File: config.mk
export PLATFORM = sky130hd
export DESIGN_NAME = operand_sequencer
export DESIGN_NICKNAME = d
export VERILOG_FILES = /design/src/rtl/arith_pkg.sv /design/src/rtl/prog_mem.sv /design/src/rtl/operand_sequencer.sv
export SDC_FILE = /design/constraint.sdc
export NUM_CORES = 1
export LEC_CHECK = 0
export ABC_AREA = 1
export BUFFER_PORTS_ARGS = -buffer_cell sky130_fd_sc_hd__buf_2
export CAP_MARGIN = 20
export CORE_MARGIN = 2
export CORE_UTILIZATION = 40
export CTS_CLUSTER_DIAMETER = 150
export DETAILED_ROUTE_END_ITERATION = 10
export PLACE_DENSITY_LB_ADDON = 0.2
export SETUP_SLACK_MARGIN = 0.2
export SYNTH_ARGS = -nofsm -noshare
export SYNTH_HDL_FRONTEND = slang
export SYNTH_SLANG_ARGS = --single-unit
File: constraint.sdc
create_clock -name clk -period 2 [get_ports clk]
set_clock_uncertainty 0.2 [all_clocks]
set_input_delay 0.4 -clock clk [delete_from_list [all_inputs] [get_ports clk]]
set_output_delay 0.4 -clock clk [all_outputs]
set_load 0.1 [all_outputs]
File: src/rtl/arith_pkg.sv
// arith_pkg: op encodings, sequencer states and program-word geometry
package arith_pkg;
    typedef enum logic [1:0] {OP_ADD = 2'b00, OP_SUB = 2'b01, OP_MUL = 2'b10, OP_DIV = 2'b11} op_e;
    typedef enum logic [2:0] {IDLE, ISSUE, WAIT, RESULT, DONE} state_e;
    localparam int OP_W = 2;
    function automatic int word_w(input int w);
        return OP_W + 2 * w;
    endfunction
endpackage

File: src/rtl/prog_mem.sv
// prog_mem: program store with one write port and an asynchronous read port
module prog_mem
    import arith_pkg::*;
#(
    parameter int W = 4,
    parameter int DEPTH = 8,
    localparam int AW = $clog2(DEPTH),
    localparam int WW = word_w(W)
) (
    input  logic          clk,
    input  logic          we,
    input  logic [AW-1:0] waddr,
    input  logic [WW-1:0] wdata,
    input  logic [AW-1:0] raddr,
    output logic [WW-1:0] rdata
);
    logic [WW-1:0] mem [DEPTH];
    always_ff @(posedge clk)
        if (we) mem[waddr] <= wdata;
    assign rdata = mem[raddr];
endmodule

File: src/rtl/operand_sequencer.sv
// operand_sequencer: steps a stored program of {op, a, b} entries through an external arithmetic unit
module operand_sequencer
    import arith_pkg::*;
#(
    parameter int W = 4,
    parameter int DEPTH = 8,
    localparam int AW = $clog2(DEPTH),
    localparam int WW = word_w(W)
) (
    input  logic           clk,
    input  logic           rst,
    input  logic           load_en,
    input  logic [AW-1:0]  load_addr,
    input  logic [WW-1:0]  load_data,
    input  logic [AW:0]    count,
    input  logic           start,
    output logic [W-1:0]   op_a,
    output logic [W-1:0]   op_b,
    output logic [1:0]     op_sel,
    output logic           op_valid,
    input  logic           op_ready,
    input  logic [2*W-1:0] res_in,
    input  logic           res_in_valid,
    output logic           res_valid,
    output logic [2*W-1:0] res_data,
    output logic [AW-1:0]  res_idx,
    output logic           busy,
    output logic           seq_done,
    output logic           err_dz
);
    state_e        state;
    logic [AW:0]   cnt;
    logic [AW:0]   cnt_clamped;
    logic [AW-1:0] idx;
    logic [AW-1:0] rd_addr;
    logic [WW-1:0] word;
    logic          word_dz;
    logic          last;
    // the read port always looks at the entry about to be issued next
    assign rd_addr     = (state == IDLE) ? '0 : idx + 1'b1;
    assign word_dz     = word[WW-1 -: OP_W] == OP_DIV && word[W-1:0] == '0;
    assign last        = {1'b0, idx} == cnt - 1'b1;
    assign cnt_clamped = count > (AW+1)'(DEPTH) ? (AW+1)'(DEPTH) : count;
    prog_mem #(.W(W), .DEPTH(DEPTH)) u_mem (
        .clk   (clk),
        .we    (load_en && !busy),
        .waddr (load_addr),
        .wdata (load_data),
        .raddr (rd_addr),
        .rdata (word)
    );
    always_ff @(posedge clk) begin
        if (rst) begin
            state     <= IDLE;
            cnt       <= '0;
            idx       <= '0;
            op_valid  <= 1'b0;
            op_a      <= '0;
            op_b      <= '0;
            op_sel    <= '0;
            res_valid <= 1'b0;
            res_data  <= '0;
            res_idx   <= '0;
            busy      <= 1'b0;
            seq_done  <= 1'b0;
            err_dz    <= 1'b0;
        end else begin
            case (state)
                IDLE: if (start && count != '0) begin
                    cnt                  <= cnt_clamped;
                    idx                  <= '0;
                    err_dz               <= 1'b0;
                    busy                 <= 1'b1;
                    {op_sel, op_a, op_b} <= word;
                    op_valid             <= !word_dz;
                    state                <= ISSUE;
                end
                ISSUE: if (op_sel == OP_DIV && op_b == '0) begin
                    res_data  <= '1;
                    res_idx   <= idx;
                    err_dz    <= 1'b1;
                    res_valid <= 1'b1;
                    state     <= RESULT;
                end else if (op_ready) begin
                    op_valid <= 1'b0;
                    state    <= WAIT;
                end
                WAIT: if (res_in_valid) begin
                    res_data  <= res_in;
                    res_idx   <= idx;
                    res_valid <= 1'b1;
                    state     <= RESULT;
                end
                RESULT: begin
                    res_valid <= 1'b0;
                    if (last) begin
                        seq_done <= 1'b1;
                        state    <= DONE;
                    end else begin
                        idx                  <= idx + 1'b1;
                        {op_sel, op_a, op_b} <= word;
                        op_valid             <= !word_dz;
                        state                <= ISSUE;
                    end
                end
                DONE: begin
                    seq_done <= 1'b0;
                    busy     <= 1'b0;
                    state    <= IDLE;
                end
                default: state <= IDLE;
            endcase
        end
    end
endmodule

### Word level (Yosys, flattened, before mapping)

Memories as Yosys holds them, arrays and structs flattened.
Cells that the tools add are included.

* memories: 1
* output and inout port bits: 26
* bits in registers: 36
* logic and storage cells: 100
* input port bits: 31
* bits in writable memories: 80

Memories
* u_mem.mem: depth 8, bits a word 10, read ports 1, clocked after Yosys merged registers in 0, wr ports 1, RTL line prog_mem.sv:17 `logic [WW-1:0] mem [DEPTH];`

* $add $sub $neg: 2
* $lt $le $gt $ge: 1
* reductions and logical operators: 26
* muxes and demuxes: 42
* equal/unequal tests: 15

Operator list (count)
* 3-bit 2-to-1 mux: 10
* 4-bit 2-to-1 mux: 5
* 8-bit 2-to-1 mux: 2
* 4-bit case mux with 2 select lines: 2
* 8-bit case mux with 2 select lines: 1
* 3-bit AND reduction: 5
* 2-bit inequality test (second input constant): 6
* 3-bit case mux with 2 select lines: 2
* 3-bit case mux with 4 select lines: 1
* 1-bit 2-to-1 mux: 11
* 2-bit nonzero test: 5
* 4-bit logical NOT: 2
* 3-bit by 2-bit equality test with 1-bit output (second input constant): 2
* 1-bit case mux with 2 select lines: 3
* 1-bit case mux with 3 select lines: 2
* 2-bit AND reduction: 3
* 3-bit nonzero test: 2
* 5-bit AND reduction: 1
* 2-bit equality test (second input constant): 2
* 3-bit by 4-bit equality test with 1-bit output: 1
* 4-bit > comparator (second input constant): 1
* 1-bit logical AND: 4
* 2-bit 2-to-1 mux: 2
* 2-bit case mux with 2 select lines: 1
* 9 further kinds: 10

### Depth between registers and ports, before layout

An unclocked memory read counts as a cell.

* depth in word-level cells: 8
* mapped depth: 14
* depth with buffers taken out: 12

### Modules after synthesis

From an unflattened synthesis, not the netlist that was laid out.

* cells, all modules: 633
* area total of the unflattened synthesis: 5429.0 µm²

By module, submodules not included
* prog_mem: instances 1, cells an instance 364, area an instance 3613.5 µm²
* operand_sequencer: instances 1, cells an instance 269, area an instance 1815.5 µm²

### Worst setup path after synthesis

No wires, ideal clock.

* kind: register to register
* from: register op_sel[0] (netlist name)
* to: register cnt[0]
* period minus slack after synthesis: 2.391 ns
* setup time: 0.070 ns
* cell stages (with the launch flop): 11
* data required time: 1.730 ns
* arrival time: 2.121 ns
* setup slack: -0.391 ns
* cell sequence: dfxtp_1 > inv_1 > nor2_1 > nand4_1 > nor2_1 > nor2_1 > nor2_1 > nand2_1 > nor2_1 > nand2_1 > a21oi_1

RTL lines
* to (signal assigned): RTL line operand_sequencer.sv:70 `cnt <= cnt_clamped;`
* to (decl): RTL line operand_sequencer.sv:32 `logic [AW:0] cnt;`

### Final worst setup path

* from: register state[2]
* to: register cnt[0]

* cells in the longest elaborated chain, start to end: 2

Ends and longest elaborated chain
* from (decl): RTL line operand_sequencer.sv:31 `state_e state;`
* from (signal assigned): RTL line operand_sequencer.sv:54 `state <= IDLE;`
* from (signal assigned): RTL line operand_sequencer.sv:76 `state <= ISSUE;`
* from (signal assigned): RTL line operand_sequencer.sv:83 `state <= RESULT;`
* 3-bit logical NOT: RTL line operand_sequencer.sv:68 `case (state)`
* 2-bit AND reduction (no source line)

No other way between the ends.
A chain may end at the register's enable or synchronous reset.

==> run_results.csv <==
group,metric,value,unit
status,outcome,"finished clean",
synthesis,synth_edf_count,80,
global_route,overflow,0,
cells_and_area,num_antenna_cells,0,
synthesis,synth_top_area_frac,0.481,
pwr,p_leak,2.87,nW
setup_path,crit_path_frequent_cell,"nor2_4",
synthesis,ys_warn_count,0,
floorplan,pin_count,57,
timing,relSlewSlack,0.610,
timing,slew_viol_final,0,
setup_path,crit_path_end_kind,"flop",
cells_and_area,fill_cells,1025,
setup_path,cpPeakStageDelay,330,ps
synthesis,netlist_area,4990,um2
pwr,ir_worst_vdd,651,uV
floorplan,die_height,116,um
synthesis,synth_common_cells,"nand2_1, edfxtp_1, inv_1",
synthesis,post-synth-top-count-cell,"nand2_1",
setup_path,rrSetupSlack,90,ps
timing,final_hold_viol_count,0,
cts,cts_made_buffers,17,
cts,cts-root-buf,"clkbuf_16",
place,hpwl,7350,um
routing,routedWlPerCell,15.3,um
timing,rsz0062_at_grt,"yes",
synthesis,yosysTopAreaCell,"edfxtp_1",
timing,fin_crit_sh,0.955,
synthesis,ys.flop_type,"edfxtp_1",
setup_path,path_buf_inv,2,
timing,worst_pin_slew,585,ps
cells_and_area,final_area,6980,um2
global_route,grt_pass1_wl,18000,um
cts,cts_tree,"yes",
timing,setup_slack,90.3,ps
routing,drc,0,
setup_path,cp_cell_sequence,"nor2_4, buf_4, buf_4, nand2_2, nor2_4, nor2_1, nor2_2, nand2_4, nor2_4, nand2_1, a21oi_1",
floorplan,dieArea,13400,um2
setup_path,crit_path_start_kind,"flop",
global_route,grt_use_total,0.182,
cts,cts_sinks,116,
place,gp_congestion,0.799,
place,place_area,5770,um2
cts,htree_levels,4,
timing,setup_viol,0,
floorplan,rows,40,
timing,fmax,524,MHz
global_route,grt_max_degree,33,
synthesis,synthesis.nets,536,
setup_path,cp.required,2140,ps
cts,clockBufferDepth,2,
synthesis,ys_seq_area_frac,0.625,
synthesis,synth_area_leaders,"edfxtp_1, dfxtp_1, nand2_1",
timing,fin_crit,1910,ps
cells_and_area,syn_to_final_growth,39.9,%
routing,via_per_inst,4.85,
setup_path,cp_slowest_cell,"dfxtp_2",
setup_path,worstPathMaxFanout,7,
synthesis,avgSynthCellArea,9.93,um2
setup_path,crit_arrival,2050,ps
run,drv_cap,0,
routing,dr.first_iter.drc_count,276,
global_route,antenna_found_initial,0,
routing,routed_wl,12000,um
setup_path,path_class,"reg -> reg",
routing,dr.pass1.iters,4,
cells_and_area,final_layout_size_suffix_gt1_frac,0.386,
cts,path_clk_slew,50,ps
global_route,grt_pass1_vias,3689,
floorplan,start_util,0.412,
pwr,power_density,1450,nW/um2
synthesis,async_flop_share,0,
min_path,hp-class,"in -> reg",
routing,ant_nets,0,
floorplan,core_area,12100,um2
cells_and_area,final_nets,637,
routing,vias,3801,
setup_path,cpLargestDelayFamily,"simple AND/OR/NAND/NOR gates",
synthesis,netlist_instances,503,
floorplan,die_w,116,um
synthesis,synth-seq-cells,116,
place,place_ws,-65.4,ps
synthesis,synth_cell_type_count,33,
place,io_buffers,56,
cts,clk_latency,410,ps
[path summary, 6_finish.rpt]
check	from	to	cells after the start
worst max register to register	state[2]	cnt[0]	11
worst min-delay path	count[1]	cnt[1]	3
worst min register to register	res_idx[1]	res_idx[1]	2
worst max-delay path	state[2]	cnt[0]	11
[registers in the layout (all words and copies together) (netlist names)]
name,flops
res_idx,3
op_valid,1
state,3
op_b,4
res_data,8
err_dz,1
busy,1
u_mem.mem,80
seq_done,1
cnt,4
op_sel,2
res_valid,1
idx,3
op_a,4
[cells in the final DEF, fill, tap and decap left out, types with 15 or more instances in the layout]
cell,instances
nor2_1,33
nand3_2,15
buf_4,28
nand2_1,67
clkbuf_16,20
nand2_2,21
dfxtp_1,23
buf_2,39
nand3_1,41
edfxtp_1,80
inv_1,66
[worst register-to-register path, stage by stage (launching register included)]
cell and delay [ps]:
dfxtp_2 330, nor2_4 130, buf_4 120, buf_4 100, nand2_2 100, nor2_4 150, nor2_1 80, nor2_2 200
nand2_4 120, nor2_4 130, nand2_1 70, a21oi_1 110
[where the power goes]
part / total (mW) / internal (mW) / switching (mW)
sequential: 3.04 / 2.86 / 0.179
combinational: 4.13 / 1.35 / 2.78
clock: 2.93 / 1.93 / 0.999
total: 10.1 / 6.14 / 3.96
[cell families (layout without fill, tap and decap cells)]
group,Yosys count,in the layout,synth area share
compound gates,61,61,0.0739
xor+xnor,5,5,0.00877
fa+ha+maj,2,2,0.00501
buf+inv,96,208,0.0854
flops,116,116,0.625
simple gates,223,224,0.201
[per-stage QoR]
stage	TNS [ps]	util	total power, mW	std cells	hold slack [ps]
2_1_floorplan	0	-	5.64	503	252
3_3_place_gp	0	0.476	6.29	735	240
3_5_place_dp	-239	0.476	6.31	735	236
4_1_cts	0	0.548	9.69	778	19.4
5_1_grt	-127	0.577	10.5	784	53.4
6_report	0	0.577	10.1	784	35.5
[per-layer routing]
layer	routed length, um	global-route usage	vias to the layer above	part of all wire
met5	0	0	-	0
met3	699	0.0471	21	0.058
met2	5900	0.310	105	0.49
li1	-	-	1892	-
met4	297	0.0770	0	0.025
met1	5070	0.220	1783	0.42
[area by class of cell]
| type | count | area [um2] | share of cell area |
|---|---|---|---|
| inverter | 75 | 297 | 0.0425 |
| sequential | 116 | 3150 | 0.451 |
| multi-input combinational | 292 | 1810 | 0.260 |
| timing repair buffer | 102 | 942 | 0.135 |
| tap | 168 | 210 | 0.0301 |
| clock inverter | 11 | 136 | 0.0195 |
| clock buffer | 20 | 437 | 0.0625 |
[repair_timing]
action                     CTS  global route
setup buffers                9             3
hold buffers                 0             0
gates cloned                 3             3
pin swaps                    9            24
setup endpoints to repair   31            47
gates resized for setup     39            80
Note: power is estimated with default switching activity, not from simulation.
